### src/rtl/cc_if.sv
// Execute-stage CC bus between the pipeline (master) and the condition-code register (slave).
// With CC_UPDATE_CNT_EN defined, the bus also carries the accepted-update counter cc_upd_cnt.
interface cc_if;
    localparam int unsigned CC_W   = 3;
    localparam int unsigned IFUN_W = 4;
    localparam int unsigned CNT_W  = 32;

    logic              set_cc;
    logic              m_exc;
    logic              w_exc;
    logic [CC_W-1:0]   alu_cf;
    logic [IFUN_W-1:0] e_ifun;
    logic [CC_W-1:0]   cc_out;
    logic              e_cnd;
`ifdef CC_UPDATE_CNT_EN
    logic [CNT_W-1:0]  cc_upd_cnt;
`endif

    modport master (
        output set_cc, m_exc, w_exc, alu_cf, e_ifun,
`ifdef CC_UPDATE_CNT_EN
        input  cc_upd_cnt,
`endif
        input  cc_out, e_cnd
    );

    modport slave (
        input  set_cc, m_exc, w_exc, alu_cf, e_ifun,
`ifdef CC_UPDATE_CNT_EN
        output cc_upd_cnt,
`endif
        output cc_out, e_cnd
    );
endinterface

### src/rtl/cond_code_reg.sv
// Execute-stage condition-code register {OF,SF,ZF} and branch/cmov condition evaluation.
// Optional macro CC_UPDATE_CNT_EN adds a 32-bit count of accepted CC updates.
module cond_code_reg #(
    parameter int unsigned    CCW    = 3,
    parameter logic [CCW-1:0] CC_RST = 3'b001
) (
    input  logic clk,
    input  logic rst,
    cc_if.slave  cc_bus
);
    localparam int unsigned ZF_BIT = 0;
    localparam int unsigned SF_BIT = 1;
    localparam int unsigned OF_BIT = 2;
    localparam int unsigned CNT_W  = 32;

    logic           upd;
    logic [CCW-1:0] cc_d;
    logic [CCW-1:0] cc_q;

    // A fault held by an older instruction in M or W freezes the architectural flags.
    assign upd = cc_bus.set_cc & ~cc_bus.m_exc & ~cc_bus.w_exc;

    always_comb begin
        cc_d = cc_q;
        if (upd) begin
            cc_d = cc_bus.alu_cf;
        end
    end

    always_ff @(posedge clk) begin
        if (rst) begin
            cc_q <= CC_RST;
        end else begin
            cc_q <= cc_d;
        end
    end

    assign cc_bus.cc_out = cc_q;

    // Condition uses registered flags only; this cycle's alu_cf is never bypassed.
    logic zf;
    logic lt;
    logic cnd;

    assign zf = cc_q[ZF_BIT];
    assign lt = cc_q[SF_BIT] ^ cc_q[OF_BIT];

    always_comb begin
        cnd = 1'b0;
        case (cc_bus.e_ifun)
            4'd0:    cnd = 1'b1;
            4'd1:    cnd = lt | zf;
            4'd2:    cnd = lt;
            4'd3:    cnd = zf;
            4'd4:    cnd = ~zf;
            4'd5:    cnd = ~lt;
            4'd6:    cnd = ~lt & ~zf;
            default: cnd = 1'b0;
        endcase
    end

    assign cc_bus.e_cnd = cnd;

`ifdef CC_UPDATE_CNT_EN
    logic [CNT_W-1:0] cnt_d;
    logic [CNT_W-1:0] cnt_q;

    // Wraps naturally from all-ones to zero.
    always_comb begin
        cnt_d = cnt_q;
        if (upd) begin
            cnt_d = cnt_q + CNT_W'(1);
        end
    end

    always_ff @(posedge clk) begin
        if (rst) begin
            cnt_q <= '0;
        end else begin
            cnt_q <= cnt_d;
        end
    end

    assign cc_bus.cc_upd_cnt = cnt_q;
`endif

endmodule

### src/flat_wrapper.sv
// flat-port wrapper written by rule: the top's interface ports become plain ports
module cond_code_reg_flat 
#(
    parameter int unsigned    CCW    = 3,
    parameter logic [CCW-1:0] CC_RST = 3'b001
)
  (clk, rst, cc_bus_set_cc, cc_bus_m_exc, cc_bus_w_exc, cc_bus_alu_cf, cc_bus_e_ifun, cc_bus_cc_out, cc_bus_e_cnd);
  cc_if cc_bus_i ();
  input  logic clk;
  input  logic rst;
  input wire logic [$bits(cc_bus_i.set_cc)-1:0] cc_bus_set_cc;
  input wire logic [$bits(cc_bus_i.m_exc)-1:0] cc_bus_m_exc;
  input wire logic [$bits(cc_bus_i.w_exc)-1:0] cc_bus_w_exc;
  input wire logic [$bits(cc_bus_i.alu_cf)-1:0] cc_bus_alu_cf;
  input wire logic [$bits(cc_bus_i.e_ifun)-1:0] cc_bus_e_ifun;
  output wire logic [$bits(cc_bus_i.cc_out)-1:0] cc_bus_cc_out;
  output wire logic [$bits(cc_bus_i.e_cnd)-1:0] cc_bus_e_cnd;
  assign cc_bus_i.set_cc = cc_bus_set_cc;
  assign cc_bus_i.m_exc = cc_bus_m_exc;
  assign cc_bus_i.w_exc = cc_bus_w_exc;
  assign cc_bus_i.alu_cf = cc_bus_alu_cf;
  assign cc_bus_i.e_ifun = cc_bus_e_ifun;
  assign cc_bus_cc_out = cc_bus_i.cc_out;
  assign cc_bus_e_cnd = cc_bus_i.e_cnd;
  cond_code_reg #(.CCW(CCW), .CC_RST(CC_RST)) u_core (.clk(clk), .rst(rst), .cc_bus(cc_bus_i));
endmodule
### config.mk
export PLATFORM = sky130hd
export DESIGN_NAME = cond_code_reg_flat
export DESIGN_NICKNAME = d
export VERILOG_FILES = /design/src/rtl/cc_if.sv /design/src/rtl/cond_code_reg.sv /design/src/flat_wrapper.sv
export SDC_FILE = /design/constraint.sdc
export NUM_CORES = 1
export LEC_CHECK = 0
export BUFFER_PORTS_ARGS = -buffer_cell sky130_fd_sc_hd__buf_2
export CAP_MARGIN = 15
export CORE_AREA = 2 2 39 41
export CTS_BUF_LIST = sky130_fd_sc_hd__clkbuf_4
export CTS_CLUSTER_SIZE = 8
export DETAILED_ROUTE_END_ITERATION = 8
export DIE_AREA = 0 0 41 43
export PLACE_DENSITY_LB_ADDON = 0.2
export SLEW_MARGIN = 40
export SYNTH_ARGS = -nofsm -noshare
export SYNTH_HDL_FRONTEND = slang
export SYNTH_SLANG_ARGS = --single-unit
### constraint.sdc
create_clock -name clk -period 1.2 [get_ports clk]
set_input_delay 0.24 -clock clk [delete_from_list [all_inputs] [get_ports clk]]
set_output_delay 0.24 -clock clk [all_outputs]
set_load 0.02 [all_outputs]
# Yosys cells after proc, flatten, opt, wreduce, memory -nomap -nowiden
# Index checks and enable logic that the tools add are counted.
[word_totals]
out_inout_bits = 4
reg_bits = 3
[classes]
reduce_logical = 1
bitwise = 9
mux = 1
n_eq_ne = 6
[ops]
columns = ["operator", "count"]
rows = [
  ["== test 4 x 3 -> 1 bit, second input constant", 3],
  ["== test 4 x 2 -> 1 bit, second input constant", 2],
  ["case mux 1 bit (7 select lines)", 1],
  ["== test 4 x 1 -> 1 bit, second input constant", 1],
  ["logical NOT 4 bit", 1],
  ["NOT 1 bit", 4],
  ["AND 1 bit", 3],
  ["OR 1 bit", 1],
  ["XOR 1 bit", 1],
]

# Depth between registers and ports, before layout
[logic_depth]
ltp_word = 4
depth_mapped = 4
depth_no_buf = 4

# Worst setup path after synthesis
# No wires, ideal clock.
[synth_timing]
path_type = "register to output"
startpoint = "register u_core.cc_q[2], in the netlist u_core.cc_bus.cc_out[2]"
endpoint = "output cc_bus_e_cnd"
n_path_buf = 0
stages_incl_launch_ff = 5
arrival_ns = 1.341
required_time_ns = 0.960
setup_slack_ns = -0.381
path_cell_list = "dfxtp_1 -> xor2_1 -> a2111oi_2 -> a211oi_1 -> a21oi_1"
[synth_via]
elab_chain_len = 4
[synth_lines]
columns = ["item", "line", "rtl"]
rows = [
  ["start, declared", "cond_code_reg.sv:18", "logic [CCW-1:0] cc_q;"],
  ["start signal, assigned", "cond_code_reg.sv:32", "cc_q <= CC_RST;"],
  ["start signal, assigned", "cond_code_reg.sv:34", "cc_q <= cc_d;"],
  ["XOR 1 bit *", "cond_code_reg.sv:46", "assign lt = cc_q[SF_BIT] ^ cc_q[OF_BIT];"],
  ["NOT 1 bit", "cond_code_reg.sv:56, cond_code_reg.sv:57", ""],
  ["AND 1 bit", "cond_code_reg.sv:57", "4'd6: cnd = ~lt & ~zf;"],
  ["case mux 1 bit (7 select lines) *", "cond_code_reg.sv:50", "case (cc_bus.e_ifun)"],
  ["end, declared", "flat_wrapper.sv:17", "output wire logic [$bits(cc_bus_i.e_cnd)-1:0] cc_bus_e_cnd;"],
]
# Mark *: on every way between the ends. The rest lies on a longest branch, timed or not.

# Worst setup path in the final report
[layout_timing]
startpoint = "register u_core.cc_q[1], in the netlist u_core.cc_bus.cc_out[1]"
endpoint = "output cc_bus_e_cnd"
# The elaborated chain is that of the path after synthesis.

==> results by group <==
Layout
  • Fraction of layout instances using a drive strength above 1: 71.7%
  • Number of nets in the layout: 59
  • Finished Layout Cells: 62
  • Layout Utilization: 29.2%
  • Final Cell Area: 404 um2
  • Flip-flop count of the largest register after layout: 3
  • Diodes inserted: 0
  • Syn-to-layout area delta: 120%

Clock network
  • CTS Hold Buffers Added: 0
  • Num Clock Sinks: 3
  • Number of buffers added by the clock tree synthesis step: 3
  • Clock latency on the worst-skew pair: 230 ps
  • Post-CTS setup buffer count: 0
  • Clock root cell: sky130_fd_sc_hd__clkbuf_4
  • TritonCTS clock tree: yes
  • Number of levels in the clock H-tree: 1
  • Clock edge transition at the registers on the reported setup and hold paths: 30 ps
  • Clock Path Buffers: 2

Placement
  • Number of cells in the design after placement: 58
  • Detailed placer's ending HPWL: 405 um
  • DP Area: 330 um2
  • Routability congestion estimate: 0.553
  • Number of buffer cells added on primary ports: 15
  • Worst slack at placement: -226 ps

Critical path
  • Reg2Reg Setup Slack: 360 ps
  • End of the worst register-to-register path: u_core.cc_bus.cc_out[0]
  • Element type at the critical path end: primary output
  • Peak fanout along the critical path: 3
  • Depth of the worst register-to-register path: 2
  • Crit path arrival time: 1380 ps
  • Reg-to-reg startpoint: u_core.cc_bus.cc_out[0]
  • Data required, critical path: 960 ps
  • Class of the most critical setup path: register to primary output
  • Kind of start point of the critical path: register

Global routing
  • Overall routing resource usage: 7.13%
  • Vias in the first global route: 223
  • Number of antenna violations at the first check in global routing: 0
  • Global-route wire length before repair: 793 um
  • Largest net degree at the start of global routing: 5
  • Total overflow reported by the global router: 0

Synth
  • Post-Syn Area: 184 um2
  • Number of synthesized flops with an enable pin: 0
  • Top cell type's share of synthesized area: 32.7%
  • Top flip-flop cell by instance count after synthesis: sky130_fd_sc_hd__dfxtp_1
  • Cell type with the highest aggregate area in the netlist: sky130_fd_sc_hd__dfxtp_1
  • Post-Synth Adder-Cell Area: 0%
  • Fraction of synthesized cell area in xor and xnor cells: 4.76%
  • Post-synthesis compound-gate area fraction: 27.9%
  • Total nets after synthesis: 33
  • Mean cell area of the mapped netlist: 8.76 um2
  • Leading post-synthesis cells by cell area: sky130_fd_sc_hd__dfxtp_1 33%, sky130_fd_sc_hd__mux2i_1 11%, sky130_fd_sc_hd__a21oi_1 8.2%
  • Most numerous cell types in the synthesized netlist: 3 x sky130_fd_sc_hd__a21oi_1, 3 x sky130_fd_sc_hd__dfxtp_1
  • Mux contribution to synthesized area: 10.9%
  • Combinational family with the most area after synthesis: compound AO/OA/AOI/OAI gates
  • FFs w/ async S/R, synth: 0%
  • Number of standard cells after synthesis: 21
  • Simple-Gate Fraction of Synth Area: 19.7%
  • Number of synthesized register bits: 3
  • Warning count from the yosys run: 0
  • Count of distinct cell types in the synthesized netlist: 13
  • Fraction of the yosys area taken by sequential cells: 32.7%

Timing
  • Worst Max-Slew Pin Slew: 256 ps
  • Post-route clock skew: 0 ps
  • Maximum operating frequency: 617 MHz
  • Tmin final: 1620 ps
  • Number of hold-slack violations in the final timing report: 0
  • Tightest slew margin relative to the limit: 82.9%
  • Setup repair after global routing missed its margin: yes
  • # setup viols final: 1
  • Fin worst setup slack: -420 ps
  • Post-route clock period utilization: 135%
  • Number of max-slew violations in the final report: 0

Power and ir drop
  • Power density over the cells: 986 nW/um2
  • Final total power: 0.000398 W
  • Peak VDD IR: 0.000338 V
  • P_leak: 0.184 nW

Routing
  • First-pass DRT Iterations: 4
  • Avg Vias per Cell: 3.97
  • Final wirelength: 484 um
  • Post-detailed-route wirelength per cell: 7.81 um
  • Vias after detailed routing: 246
  • DRC marker count from the first detailed-route iteration: 2
  • Detailed-route DRC error count: 0
  • Antenna viol nets, final: 0

Floorplanning
  • Core area: 1380 um2
  • Initial cell density of the core: 13.3%
  • Chip height: 43 um
  • Area enclosed by the die boundary: 1760 um2
  • Die width: 41 um
  • Number of rows in the core area: 14
  • Ports: 16

Outcome
  • Outcome: finished with violations
  • Violated checks: negative setup slack

Min path
  • HP Start: rst
  • Cell depth of the worst hold path: 2
  • Worst hold path class: input port to register
  • Endpoint with the worst hold slack: u_core.cc_bus.cc_out[2]

Flow run
  • Reported max-cap violation count: 0
-- where the power goes --
part,internal (W),switching (W)
registers,0.000105,0.00000639
clock network,0.000147,0.0000488
logic,0.0000491,0.0000418
-- routing by layer --
layer	share of wire [%]	vias to the layer above	track usage (%)
met2	47	13	8.75
met5	0	-	0
met4	0	0	8.00
met1	40	107	8.04
met3	12	0	3.14
li1	-	126	-
-- cells in the final DEF (no fill, tap or decap), drive strengths merged --
master	instances
a21oi	3
buf	21
clkbuf	4
inv	2
nor2b	1
nor3	2
a2111oi	1
a211o	1
xor2	1
mux2i	2
nor2	2
dfxtp	3
o21ai	1
a211oi	1
nor3b	1
-- critical path, cell delays in order (launching register included) --
cell	delay, ps
sky130_fd_sc_hd__dfxtp_2	340
sky130_fd_sc_hd__xor2_4	200
sky130_fd_sc_hd__a2111oi_4	280
sky130_fd_sc_hd__a211oi_2	70
sky130_fd_sc_hd__a21oi_2	140
sky130_fd_sc_hd__buf_6	130
-- cell families (layout without fill, tap and decap cells) --
family,after synthesis,after routing
AND/OR/NAND/NOR,6,6
flip-flops,3,3
buffers and inverters,2,27
multiplexers,2,2
XOR/XNOR,1,1
AO/OA/AOI/OAI,7,7
-- final cells by class --
type / instances / area (um2)
multi-input combinational: 16 / 156
fill: 150 / 980
inverter: 2 / 7.51
sequential: 3 / 63.8
tap: 16 / 20.0
clock buffer: 4 / 30.0
timing repair buffer: 21 / 126
-- metrics by stage --
stage	hold WS (ps)	TNS (ps)
6_report	198	-420
5_1_grt	191	-529
4_1_cts	183	-454
3_5_place_dp	433	-226
3_3_place_gp	436	-226
2_1_floorplan	305	-199
-- what timing repair did --
item | 4_1_cts | 5_1_grt
resized for setup | 2 | 5
endpoints found under the hold margin | 0 | 0
endpoints found under the setup margin | 1 | 1
-- worst max path at each step --
stage / from / endpoint
4_1_cts: u_core.cc_bus.cc_out[1] / cc_bus_e_cnd
2_1_floorplan: u_core.cc_bus.cc_out[1] / cc_bus_e_cnd
6_report: u_core.cc_bus.cc_out[1] / cc_bus_e_cnd
3_3_place_gp: u_core.cc_bus.cc_out[1] / cc_bus_e_cnd
5_1_grt: u_core.cc_bus.cc_out[1] / cc_bus_e_cnd
3_5_place_dp: u_core.cc_bus.cc_out[2] / cc_bus_e_cnd
Note: power is estimated with default switching activity, not from simulation.
